$ cat src/rtl/rx_mac.sv
// XGMII (32-bit) receive MAC: finds Start/SFD/Terminate, strips preamble and
// FCS, delivers the frame on AXI-Stream and flags CRC and length errors.
module rx_mac #(
  parameter int AXIS_DATA_WIDTH  = 32,
  parameter int XGMII_DATA_WIDTH = 32,
  parameter int MIN_FRAME_SIZE   = 64,
  parameter int MAX_FRAME_SIZE   = 1518
) (
  input  logic                            rx_clk,
  input  logic                            rx_rst,
  input  logic [XGMII_DATA_WIDTH-1:0]     in_xgmii_data,
  input  logic [XGMII_DATA_WIDTH/8-1:0]   in_xgmii_ctl,
  input  logic                            in_xgmii_valid,
  output logic [AXIS_DATA_WIDTH-1:0]      out_master_rx_tdata,
  output logic [AXIS_DATA_WIDTH/8-1:0]    out_master_rx_tkeep,
  output logic                            out_master_rx_tvalid,
  output logic                            out_master_rx_tlast,
  output logic                            out_master_rx_tuser,
  output logic                            out_rx_good_frame,
  output logic                            out_rx_bad_frame
);

  typedef enum logic [1:0] {IDLE, PREAMBLE, DATA, FLUSH} state_t;

  localparam logic [31:0] CRC_RESIDUE = 32'hC704DD7B;
  localparam logic [15:0] MIN_LEN     = 16'(MIN_FRAME_SIZE);
  localparam logic [15:0] MAX_LEN     = 16'(MAX_FRAME_SIZE);

  function automatic logic [31:0] crc32_byte(input logic [31:0] crc, input logic [7:0] b);
    logic [31:0] c;
    logic        fb;
    c = crc;
    for (int i = 0; i < 8; i++) begin
      fb = c[0] ^ b[i];
      c  = c >> 1;
      if (fb) begin
        c = c ^ 32'hEDB88320;
      end else begin
        c = c;
      end
    end
    return c;
  endfunction

  function automatic logic [31:0] crc32_word(input logic [31:0] crc, input logic [31:0] d,
                                             input logic [2:0] nbytes);
    logic [31:0] c;
    c = crc;
    for (int i = 0; i < 4; i++) begin
      if (3'(i) < nbytes) begin
        c = crc32_byte(c, d[8*i +: 8]);
      end else begin
        c = c;
      end
    end
    return c;
  endfunction

  // The register runs LSB-first; the residue constant is in polynomial (MSB-first) order.
  function automatic logic [31:0] bitrev32(input logic [31:0] v);
    logic [31:0] r;
    for (int i = 0; i < 32; i++) begin
      r[i] = v[31-i];
    end
    return r;
  endfunction

  function automatic logic [15:0] sat_add(input logic [15:0] a, input logic [2:0] b);
    logic [16:0] s;
    s = {1'b0, a} + {14'd0, b};
    return s[16] ? 16'hFFFF : s[15:0];
  endfunction

  // Returns {hit, lane} for a well-formed Terminate word.
  function automatic logic [2:0] term_lane(input logic [3:0] ctl, input logic [31:0] d);
    logic [2:0] r;
    case (ctl)
      4'b1111: r = {d[7:0]   == 8'hFD, 2'd0};
      4'b1110: r = {d[15:8]  == 8'hFD, 2'd1};
      4'b1100: r = {d[23:16] == 8'hFD, 2'd2};
      4'b1000: r = {d[31:24] == 8'hFD, 2'd3};
      default: r = 3'b000;
    endcase
    return r;
  endfunction

  function automatic logic [3:0] keep_mask(input logic [1:0] k);
    case (k)
      2'd1:    return 4'b0001;
      2'd2:    return 4'b0011;
      2'd3:    return 4'b0111;
      default: return 4'b1111;
    endcase
  endfunction

  state_t      state_q, state_d;
  logic [31:0] crc_q, crc_d;
  logic [15:0] cnt_q, cnt_d;
  logic [31:0] s1_q, s1_d, s2_q, s2_d;
  logic        s1_vld_q, s1_vld_d, s2_vld_q, s2_vld_d;
  logic        emitted_q, emitted_d;
  logic        tail_q, tail_d;
  logic [3:0]  tail_keep_q, tail_keep_d;
  logic        err_q, err_d;
  logic [31:0] tdata_q, tdata_d;
  logic [3:0]  tkeep_q, tkeep_d;
  logic        tvalid_q, tvalid_d, tlast_q, tlast_d, tuser_q, tuser_d;
  logic        good_q, good_d, bad_q, bad_d;

  logic [2:0]  term_s;
  logic [1:0]  k_s;
  logic        term_hit_s, start_s, err_s;
  logic [31:0] crc_fin_s;
  logic [15:0] cnt_fin_s;

  // Terminate decode and end-of-frame check, valid whenever the word is a Terminate.
  always_comb begin
    term_s     = term_lane(in_xgmii_ctl, in_xgmii_data);
    term_hit_s = term_s[2];
    k_s        = term_s[1:0];
    start_s    = (in_xgmii_ctl == 4'b0001) && (in_xgmii_data[7:0] == 8'hFB);
    crc_fin_s  = crc32_word(crc_q, in_xgmii_data, {1'b0, k_s});
    cnt_fin_s  = sat_add(cnt_q, {1'b0, k_s});
    err_s      = (bitrev32(crc_fin_s) != CRC_RESIDUE) || (cnt_fin_s < MIN_LEN) ||
                 (cnt_fin_s > MAX_LEN);
  end

  // Next-state and next-output logic.
  always_comb begin
    state_d     = state_q;
    crc_d       = crc_q;
    cnt_d       = cnt_q;
    s1_d        = s1_q;
    s1_vld_d    = s1_vld_q;
    s2_d        = s2_q;
    s2_vld_d    = s2_vld_q;
    emitted_d   = emitted_q;
    tail_d      = tail_q;
    tail_keep_d = tail_keep_q;
    err_d       = err_q;
    tdata_d     = tdata_q;
    tkeep_d     = tkeep_q;
    tvalid_d    = 1'b0;
    tlast_d     = 1'b0;
    tuser_d     = 1'b0;
    good_d      = 1'b0;
    bad_d       = 1'b0;
    if (in_xgmii_valid) begin
      case (state_q)
        IDLE: begin
          if (start_s) begin
            state_d = PREAMBLE;
          end else begin
            state_d = IDLE;
          end
        end
        PREAMBLE: begin
          if ((in_xgmii_ctl == 4'b0000) && (in_xgmii_data == 32'hD5555555)) begin
            state_d   = DATA;
            crc_d     = 32'hFFFFFFFF;
            cnt_d     = 16'd0;
            s1_vld_d  = 1'b0;
            s2_vld_d  = 1'b0;
            emitted_d = 1'b0;
            tail_d    = 1'b0;
          end else begin
            state_d = IDLE;
          end
        end
        DATA: begin
          if (in_xgmii_ctl == 4'b0000) begin
            crc_d    = crc32_word(crc_q, in_xgmii_data, 3'd4);
            cnt_d    = sat_add(cnt_q, 3'd4);
            s1_d     = s2_q;
            s1_vld_d = s2_vld_q;
            s2_d     = in_xgmii_data;
            s2_vld_d = 1'b1;
            if (s1_vld_q) begin
              tvalid_d  = 1'b1;
              tdata_d   = s1_q;
              tkeep_d   = 4'b1111;
              emitted_d = 1'b1;
            end else begin
              emitted_d = emitted_q;
            end
          end else if (term_hit_s) begin
            err_d       = err_s;
            tail_keep_d = keep_mask(k_s);
            if (s1_vld_q) begin
              tvalid_d = 1'b1;
              tdata_d  = s1_q;
              tkeep_d  = 4'b1111;
              state_d  = FLUSH;
              if (k_s == 2'd0) begin
                tlast_d = 1'b1;
                tuser_d = err_s;
                good_d  = ~err_s;
                bad_d   = err_s;
                tail_d  = 1'b0;
              end else begin
                tail_d  = 1'b1;
              end
            end else begin
              bad_d   = 1'b1;
              state_d = IDLE;
            end
          end else begin
            if (emitted_q) begin
              tvalid_d = 1'b1;
              tdata_d  = s1_q;
              tkeep_d  = 4'b1111;
              tlast_d  = 1'b1;
              tuser_d  = 1'b1;
            end else begin
              tvalid_d = 1'b0;
            end
            bad_d   = 1'b1;
            state_d = IDLE;
          end
        end
        FLUSH: begin
          if (tail_q) begin
            tvalid_d = 1'b1;
            tdata_d  = s2_q;
            tkeep_d  = tail_keep_q;
            tlast_d  = 1'b1;
            tuser_d  = err_q;
            good_d   = ~err_q;
            bad_d    = err_q;
            tail_d   = 1'b0;
          end else begin
            state_d  = IDLE;
          end
        end
        default: state_d = IDLE;
      endcase
    end else begin
      state_d = state_q;
    end
  end

  // State and output registers.
  always_ff @(posedge rx_clk) begin
    if (rx_rst) begin
      state_q     <= IDLE;
      crc_q       <= 32'hFFFFFFFF;
      cnt_q       <= 16'd0;
      s1_q        <= 32'd0;
      s1_vld_q    <= 1'b0;
      s2_q        <= 32'd0;
      s2_vld_q    <= 1'b0;
      emitted_q   <= 1'b0;
      tail_q      <= 1'b0;
      tail_keep_q <= 4'd0;
      err_q       <= 1'b0;
      tdata_q     <= 32'd0;
      tkeep_q     <= 4'd0;
      tvalid_q    <= 1'b0;
      tlast_q     <= 1'b0;
      tuser_q     <= 1'b0;
      good_q      <= 1'b0;
      bad_q       <= 1'b0;
    end else begin
      state_q     <= state_d;
      crc_q       <= crc_d;
      cnt_q       <= cnt_d;
      s1_q        <= s1_d;
      s1_vld_q    <= s1_vld_d;
      s2_q        <= s2_d;
      s2_vld_q    <= s2_vld_d;
      emitted_q   <= emitted_d;
      tail_q      <= tail_d;
      tail_keep_q <= tail_keep_d;
      err_q       <= err_d;
      tdata_q     <= tdata_d;
      tkeep_q     <= tkeep_d;
      tvalid_q    <= tvalid_d;
      tlast_q     <= tlast_d;
      tuser_q     <= tuser_d;
      good_q      <= good_d;
      bad_q       <= bad_d;
    end
  end

  assign out_master_rx_tdata  = tdata_q;
  assign out_master_rx_tkeep  = tkeep_q;
  assign out_master_rx_tvalid = tvalid_q;
  assign out_master_rx_tlast  = tlast_q;
  assign out_master_rx_tuser  = tuser_q;
  assign out_rx_good_frame    = good_q;
  assign out_rx_bad_frame     = bad_q;

endmodule

$ cat config.mk
export PLATFORM = sky130hd
export DESIGN_NAME = rx_mac
export DESIGN_NICKNAME = d
export VERILOG_FILES = /design/src/rtl/rx_mac.sv
export SDC_FILE = /design/constraint.sdc
export NUM_CORES = 1
export LEC_CHECK = 0
export ABC_CLOCK_PERIOD_IN_PS = 10700
export CORE_MARGIN = 5
export CORE_UTILIZATION = 65
export DETAILED_ROUTE_END_ITERATION = 8
export PLACE_DENSITY = 0.91
export SLEW_MARGIN = 0
export SYNTH_ARGS = -nofsm -noshare
export SYNTH_HDL_FRONTEND = slang
export SYNTH_SLANG_ARGS = --single-unit
$ cat constraint.sdc
create_clock -name rx_clk -period 10.7 [get_ports rx_clk]
set_input_delay 1.605 -clock rx_clk [delete_from_list [all_inputs] [get_ports rx_clk]]
set_output_delay 1.605 -clock rx_clk [all_outputs]
set_load 0.03 [all_outputs]
# Word-level counts from Yosys, hierarchy flattened
# Index checks and enable logic that the tools add are counted.
# W data, S select, Z words.
dict set report word_totals {
  regBits 164
  inputBits 39
  out_inout_bits 41
  wordCells 424
}
dict set report classes {
  addsub 2
  order_cmp 5
  eq_ne 26
  muxes 241
  n_bitwise 114
  n_reduce_logical 18
}
# op count
set op_table {}
lappend op_table {{$mux W32} 179}
lappend op_table {{$not A13 Y14} 55}
lappend op_table {{$pmux W32 S2} 2}
lappend op_table {{$mux W16} 4}
lappend op_table {{$xor A1 B1 Y1} 55}
lappend op_table {{$eq A8 B8 Y1 const B} 5}
lappend op_table {{$eq A32 B32 Y1 const B} 1}
lappend op_table {{$mux W1} 32}
lappend op_table {{$ne A32 B32 Y1 const B} 1}
lappend op_table {{$pmux W16 S2} 1}
lappend op_table {{$mux W4} 5}
lappend op_table {{$add A16 B2 Y17} 1}
lappend op_table {{$add A16 B3 Y17 const B} 1}
lappend op_table {{$eq A4 B4 Y1 const B} 4}
lappend op_table {{$gt A16 B11 Y1 const B} 1}
lappend op_table {{$lt A16 B7 Y1 const B} 1}
lappend op_table {{$pmux W1 S2} 8}
lappend op_table {{$ne A2 B2 Y1 const B} 7}
lappend op_table {{$pmux W3 S4} 1}
lappend op_table {{$pmux W4 S3} 1}
lappend op_table {{$reduce_and A4 Y1} 3}
lappend op_table {{$mux W2} 5}
lappend op_table {{$eq A2 B2 Y1 const B} 4}
lappend op_table {{$pmux W2 S4} 1}
lappend op_table {{other kinds (18)} 28}

# Logic depth before layout (Yosys ltp)
# Gate-level depths: netlist of the first run.
dict set report logic_depth {
  depth_word 159
  mapped_depth 24
  depth_no_buf 18
}

# Least setup slack after synthesis of the first run
# Ideal clock, no wire load.
dict set report synth_path {
  path_kind {input -> register}
  from {in in_xgmii_ctl[1]}
  to {reg good_q, in the netlist out_rx_good_frame}
  setup_time_ns 0.070
  arrival_ns 7.276
  required_ns 10.630
  path_slack_ns 3.354
  cell_stages 22
  path_buffers 8
  cell_sequence {clkbuf_1 > nand2b_1 > clkbuf_1 > clkbuf_1 > clkbuf_1 > clkbuf_1 > ha_1 > clkbuf_1 > clkbuf_1 > clkbuf_1 > nand2_1 > o21ai_0 > xor2_1 > xnor2_1 > mux2_2 > nor2_2 > xnor3_1 > a211o_1 > a2111oi_2 > o2111ai_1 > or4_1 > a21oi_1}
}
dict set report synth_via {
  elab_chain_cells 55
  word_cells_on_any_way 88
  classes_between {add/sub: 1; order compare: 5; eq/ne: 5; mux: 40; bitwise: 33; reduce/logical: 4}
}
# element line_no
set synth_rtl {}
lappend synth_rtl {{start, declared} 12} ;# input logic [XGMII_DATA_WIDTH/8-1:0] in_xgmii_ctl,
lappend synth_rtl {{$eq A4 B4 Y1} 77} ;# case (ctl)
lappend synth_rtl {{$pmux W3 S4} 77}
lappend synth_rtl {{$lt A1 B2 Y1} 50} ;# if (3'(i) < nbytes) begin
lappend synth_rtl {{$mux W32} 50}
lappend synth_rtl {{$mux W32 (tied with other cells)} 36} ;# if (fb) begin
lappend synth_rtl {{$mux W32, on equally long branches} {50, 36}}
lappend synth_rtl {{$mux W32 (tied with other cells)} 36}
lappend synth_rtl {{$mux W32 (tied with other cells)} 50}
lappend synth_rtl {{(+38 left out)} n/a}
lappend synth_rtl {{$ne A32 B32 Y1} 124} ;# err_s = (bitrev32(crc_fin_s) != CRC_RESIDUE) || (cnt_fin_s < MIN_LEN) ||
lappend synth_rtl {{$logic_or A1 B1 Y1 (2 in a row)} 124}
lappend synth_rtl {{$not A1 Y1} 197} ;# good_d = ~err_s;
lappend synth_rtl {{$mux W1} 194} ;# if (k_s == 2'd0) begin
lappend synth_rtl {{$mux W1} 189} ;# if (s1_vld_q) begin
lappend synth_rtl {{$mux W1} 186} ;# end else if (term_hit_s) begin
lappend synth_rtl {{$mux W1 *} 171} ;# if (in_xgmii_ctl == 4'b0000) begin
lappend synth_rtl {{$pmux W1 S2 *} 149} ;# case (state_q)
lappend synth_rtl {{end signal, assigned} 280} ;# good_q <= good_d;
lappend synth_rtl {{end, declared} 108} ;# logic good_q, good_d, bad_q, bad_d;
# Mark *: on every way between the ends. The rest lies on a longest branch, timed or not. The select of a mux whose other input is x is not followed.
# A chain may end at the register's enable or synchronous reset.

# Final worst setup path of the first run
dict set report layout_path {
  from {in in_xgmii_ctl[2]}
  to {reg good_q, in the netlist out_rx_good_frame}
}
# The elaborated chain is that of the path after synthesis.

==> run_results.csv, run 1 <==
group,metric,value,unit
yosys,yosysSeqAreaShare,23.7,%
detailed_routing,avgViaCountPerCell,6.41,
die,start_util,65.7,%
worst_setup_path,required,11.08,ns
yosys,synthFlopType,"dfxtp_1",
run,cap_violations,0,
worst_setup_path,crit_family,"buffers and inverters",
detailed_routing,drc,0,
sta,rsz0062_at_grt,"false",
clock_network,cts_tree,"yes",
yosys,ys_seq_elements,163,
detailed_routing,wire_per_inst,21.8,µm
global_routing,antenna_found_initial,1,
yosys,synthAdderAreaFrac,1.05,%
clock_network,cts.sinks,163,
yosys,synth_edf_count,0,
detailed_routing,drtIter0Drc,1516,
yosys,synth_top_family_by_area,"XOR/XNOR gates",
yosys,synth_cell_type_count,72,
yosys,synth_xor_area_share,34.1,%
sta,finalSetupViolations,0,
worst_setup_path,path_buf_inv,5,
worst_setup_path,path_cells,"clkdlybuf4s50_1, nand2b_1, and3_1, inv_1, ha_1, buf_4, inv_1, buf_4, nor2_1, a211oi_1, or2_1, xor2_2, xnor3_1, mux2i_1, xor2_1, xnor3_1, a211o_1, a2111oi_2, o2111ai_1, or4_1, a21oi_1",
yosys,synth_compound_area_share,15.3,%
sta,max_freq,131,MHz
clock_network,hold_buffers,0,
yosys,synthCells,1677,
yosys,syn_area_per_cell,8.20,µm²
worst_setup_path,reg2reg_from,"crc_q[1]$_SDFFE_PP1P_",
sta,finalHoldViolCount,0,
yosys,netlist_area,13800,µm²
clock_network,path_clk_slew,0.08,ns
die,die_w,155,µm
place,io_buffers,79,
outcome,run_status,"complete, no violations",
worst_setup_path,critPathSlowestCell,"clkdlybuf4s50_1",
layout,drive_gt1_share,6.64,%
sta,finalSetupTns,0,ns
sta,worst_pin_slew,1.35,ns
clock_network,clockRootBuffer,"clkbuf_16",
detailed_routing,drt_wl_total,43100,µm
worst_setup_path,end_kind,"register",
worst_hold_path,hold_path_class,"register to register",
worst_hold_path,holdCritStartpoint,"tail_keep_q[0]$_SDFFE_PP0P_",
global_routing,grt-ovfl-total,0,
sta,slew_headroom,9.42,%
worst_setup_path,crit_arrival,8.03,ns
sta,skew,0.0180,ns
sta,report.final.slew_viol_count,0,
die,io_pins,80,
worst_setup_path,path_class,"input port to register",
yosys,synthMuxAreaShare,3.23,%
clock_network,cts_made_buffers,17,
detailed_routing,via_count,12700,
global_routing,grt_pass1_vias,12400,
detailed_routing,firstDrtPassIters,7,
die,num_rows,53,
yosys,synth-simple-area-share,18.5,%
worst_setup_path,crit_start,"in_xgmii_ctl[2]",
global_routing,grtUsageTotal,35.2,%
die,die_y,155,µm
die,core,21000,µm²
sta,post-route-period-util,71.5,%
yosys,synth_fp_nets,1727,
global_routing,grt_start_max_net_pins,81,
layout,nets,1738,
yosys,yosys_warnings,0,
detailed_routing,drtAntennaViolNets,0,
clock_network,postCtsSetupBuffers,0,
sta,fin_crit,7.65,ns
place,gp_congestion,1.01,
worst_setup_path,critPathLaunchType,"input port",
yosys,synth-async-reset-ratio,0,%
layout,syn_to_final_growth,10.9,%
clock_network,htreeDepth,4,
clock_network,cts_buffer_depth,2,
clock_network,insertion_delay,0.45,ns
place,hpwl,30800,µm
layout,insertedDiodeCount,0,
worst_setup_path,crit_fanout,41,
global_routing,grt_pass1_wl,67500,µm
clock_network,post_cts_resize_count,0,
die,die_area,24200,µm²
worst_setup_path,max_stage_delay,0.86,ns
## tightest hold or removal path: stages (launching register included)
cell and delay, ns:
dfxtp_1 0.32, inv_1 0.05, a21oi_1 0.05
## per-stage QoR
step,cell area [µm²],hold slack [ns],utilization (%),std cells,setup WS [ns]
2_1_floorplan,13800,0.426,-,1677,3.35
3_3_place_gp,14600,0.436,69.8,1944,2.87
3_5_place_dp,14600,0.440,69.8,1944,2.72
4_1_cts,15300,0.452,72.8,1976,3.13
5_1_grt,15300,0.483,72.8,1976,2.66
6_report,15300,0.452,72.8,1976,3.05
## flip-flops by register name, indices dropped and copies added (netlist names), 2 cells and up
| register | count |
|---|---|
| cnt_q | 15 |
| crc_q | 32 |
| out_master_rx_tdata | 32 |
| out_master_rx_tkeep | 4 |
| s1_q | 32 |
| s2_q | 32 |
| state_q | 2 |
| tail_keep_q | 4 |
## cell type report
| cell class | instances | area [µm²] |
|---|---|---|
| multi-input cells | 1367 | 9950 |
| clock buffers | 17 | 425 |
| inverters | 45 | 169 |
| well taps | 275 | 344 |
| fillers | 1611 | 5700 |
| flip-flops and latches | 163 | 3260 |
| clock inverters | 15 | 199 |
| repair buffers | 94 | 901 |
## cell usage in the layout, fill, tap and decap left out, drive strengths merged, types with 12 or more instances in the layout
cell type	synthesis	layout
xnor2	265	265
nand2	208	208
nor2	116	116
nor3	52	52
o21a	12	12
xor3	12	12
o22ai	66	66
dfxtp	163	163
and3	16	16
nand4	20	20
mux2i	34	34
clkbuf	85	17
nand3	26	26
xor2	106	106
o21ai	59	59
nor2b	13	13
clkdlybuf4s50	0	78
nand2b	41	41
a21oi	155	155
inv	45	51
buf	17	16
xnor3	37	37
## synth_stat cells (26+ instances only)
cell / count / share of area (%)
nand2_1: 207 / 5.6
a21oi_1: 154 / 5.6
inv_1: 45 / 1.2
nand3_1: 26 / 0.95
dfxtp_1: 163 / 24
nor3_1: 52 / 1.9
o21ai_0: 58 / 2.1
nand2b_1: 41 / 1.9
o22ai_1: 66 / 3.0
mux2i_1: 32 / 2.3
xor2_1: 94 / 6.0
clkbuf_1: 84 / 2.3
xnor2_1: 246 / 16
xnor3_1: 35 / 5.7
nor2_1: 115 / 3.1
## routing by layer
metal  track usage, %  part of all wire [%]
met1             44.9                    38
met2             56.6                    47
met3             6.51                   9.3
met4             19.1                   5.9
met5                0                 0.030
## cell families (layout without fill, tap and decap cells)
group / after synthesis / in the layout
buffers and inverters: 147 / 171
XOR/XNOR: 420 / 420
adder cells (fa/ha/maj): 11 / 11
AO/OA/AOI/OAI: 355 / 355
AND/OR/NAND/NOR: 540 / 540
multiplexers: 41 / 41
flip-flops: 163 / 163
## path summary, 6_finish.rpt
kind	to	slack (ns)	depth (start not counted)
worst max-delay path	out_rx_good_frame$_SDFF_PP0_	3.05	21
worst min-delay path	tail_keep_q[0]$_SDFFE_PP0P_	0.45	2
worst max register to register	out_rx_good_frame$_SDFF_PP0_	4.95	14
worst min register to register	tail_keep_q[0]$_SDFFE_PP0P_	0.45	2
Power of run 1 is not shown: default switching activity piles up to over one toggle a cycle in this logic, so the estimate is an artifact.
==> run 2, diff against run 1 <==
ABC_CLOCK_PERIOD_IN_PS = 6800   (was 10700)
CORE_UTILIZATION = 56   (was 65)
PLACE_DENSITY = 0.84   (was 0.91)
clock period = 6.8 ns   (was 10.7 ns; I/O delays follow)
==> run 2 against run 1 <==
  * Register-to-register slack got worse by 3.4 ns
  * Clock skew rose by 0.0059 ns
  * Die area rose by 15%
  * Clock-buffer cell count did not move
  * Utilization fell by 8.1 points
  * Final cell count rose by 4.9%
  * Critical endpoint unchanged
  * Worst setup slack got worse by 2.4 ns
  * First-iteration DRC count rose by 2.9%
  * Sequential share of layout area fell by 0.58 points
  * Non-clock buffer count rose by 46
  * Critical path depth fell by 2
==> run_results.csv, run 2 (synthesis results as in run 1) <==
group,metric,value,unit
outcome,run_status,"complete, no violations",
layout,syn_to_final_growth,13.9,%
worst_setup_path,path_cells,"clkdlybuf4s50_1, nor2b_1, and3_1, inv_1, ha_1, inv_1, mux2i_4, xnor2_4, xor2_2, xnor3_1, a21oi_1, xnor2_1, buf_4, xnor2_1, xor3_1, nor3_1, o22ai_1, or4_1, a21oi_1",
detailed_routing,drc,0,
sta,skew,0.0239,ns
worst_hold_path,hold_path_class,"register to register",
worst_setup_path,crit_fanout,11,
global_routing,grtUsageTotal,30.1,%
sta,setup_ws,0.633,ns
clock_network,postCtsSetupBuffers,0,
layout,drive_gt1_share,9.04,%
die,num_rows,57,
clock_network,cts_tree,"yes",
clock_network,clockRootBuffer,"clkbuf_16",
worst_setup_path,crit_arrival,6.54,ns
detailed_routing,wire_per_inst,20.9,µm
die,die_y,167,µm
detailed_routing,drt_wl_total,43300,µm
layout,nets,1784,
sta,max_freq,162,MHz
global_routing,grt-ovfl-total,0,
sta,finalSetupTns,0,ns
clock_network,insertion_delay,0.45,ns
place,io_buffers,79,
place,dp_cells,2039,
worst_setup_path,max_stage_delay,0.52,ns
worst_setup_path,end_kind,"register",
sta,post-route-period-util,90.7,%
clock_network,hold_buffers,0,
clock_network,cts_made_buffers,17,
layout,fillerInstances,2027,
sta,worst_pin_slew,1.16,ns
place,pre_cts_slack,0.318,ns
worst_setup_path,reg2reg_from,"crc_q[3]$_SDFFE_PP1P_",
clock_network,post_cts_resize_count,0,
die,die_w,167,µm
clock_network,path_clk_slew,0.07,ns
worst_setup_path,critPathSlowestCell,"clkdlybuf4s50_1",
worst_setup_path,required,7.17,ns
clock_network,cts.sinks,163,
detailed_routing,avgViaCountPerCell,6.11,
sta,rsz0062_at_grt,"false",
detailed_routing,drtIter0Drc,1560,
detailed_routing,drtAntennaViolNets,0,
detailed_routing,firstDrtPassIters,6,
layout,final_cell_mix,"xnor2_1, nand2_1, dfxtp_1",
die,die_area,27800,µm²
global_routing,grt_start_max_net_pins,101,
run,cap_violations,0,
detailed_routing,via_count,12700,
global_routing,antenna_found_initial,0,
worst_hold_path,holdCritStartpoint,"tail_keep_q[0]$_SDFFE_PP0P_",
sta,finalSetupViolations,0,
place,hpwl,32100,µm
sta,fin_crit,6.17,ns
sta,finalHoldViolCount,0,
sta,whs,0.454,ns
worst_setup_path,crit_start,"in_xgmii_ctl[3]",
clock_network,cts_buffer_depth,2,
layout,layout_commonest_cell,"xnor2_1",
die,core,24200,µm²
worst_setup_path,critPathLaunchType,"input port",
die,io_pins,80,
place,gp_congestion,0.993,
global_routing,grt_pass1_wl,67400,µm
clock_network,htreeDepth,4,
die,start_util,56.7,%
layout,instances_no_fill,2072,
sta,slew_headroom,22.3,%
worst_setup_path,path_class,"input port to register",
sta,report.final.slew_viol_count,0,
global_routing,grt_pass1_vias,12000,
[run 2: changes by cell type in the layout (fill, tap and decap cells not counted), sizes merged]
cell	delta
inv	+3
diode	+1
clkinv	-3
buf	+46
[run 2: worst max-delay path, delay by kind of cell]
| kind | cells | cell delay, ns |
|---|---|---|
| multiplexers | 1 | 0.41 |
| AO/OA/AOI/OAI | 3 | 0.49 |
| AND/OR/NAND/NOR | 4 | 1.32 |
| adder cells (fa/ha/maj) | 1 | 0.21 |
| buffers and inverters | 4 | 1.09 |
| XOR/XNOR | 6 | 1.96 |
[run 2: final timing paths]
| path | to | slack [ns] | cells after the start |
|---|---|---|---|
| worst min register to register | tail_keep_q[0]$_SDFFE_PP0P_ | 0.45 | 2 |
| worst max-delay path | out_rx_good_frame$_SDFF_PP0_ | 0.63 | 19 |
| worst max register to register | out_rx_good_frame$_SDFF_PP0_ | 1.52 | 15 |
| worst min-delay path | tail_keep_q[0]$_SDFFE_PP0P_ | 0.45 | 2 |
[run 2: final cells by class]
class | count | area (µm²) | share of cell area (%)
timing repair buffer | 140 | 1250 | 7.95
clock buffer | 17 | 425 | 2.71
inverter | 45 | 169 | 1.08
antenna | 1 | 2.50 | 0.0160
tap | 324 | 405 | 2.59
multi-input combinational | 1367 | 9950 | 63.5
sequential | 163 | 3260 | 20.8
clock inverter | 15 | 214 | 1.36
[run 2: layer usage]
metal  routed length, µm  share of wire [%]  GRT usage [%]
met1               17200                 40           39.8
met2               20000                 46           48.8
met3                3880                9.0           4.46
met4                2190                5.1           13.6
met5                   0                  0              0
[run 2: stage by stage]
step	area [µm²]	utilization (%)
global placement	15000	62.0
detailed placement	15000	62.0
floorplan	13800	-
finish	15700	64.7
global route	15700	64.6
CTS	15700	64.6
Power of run 2 is left out for the same reason.
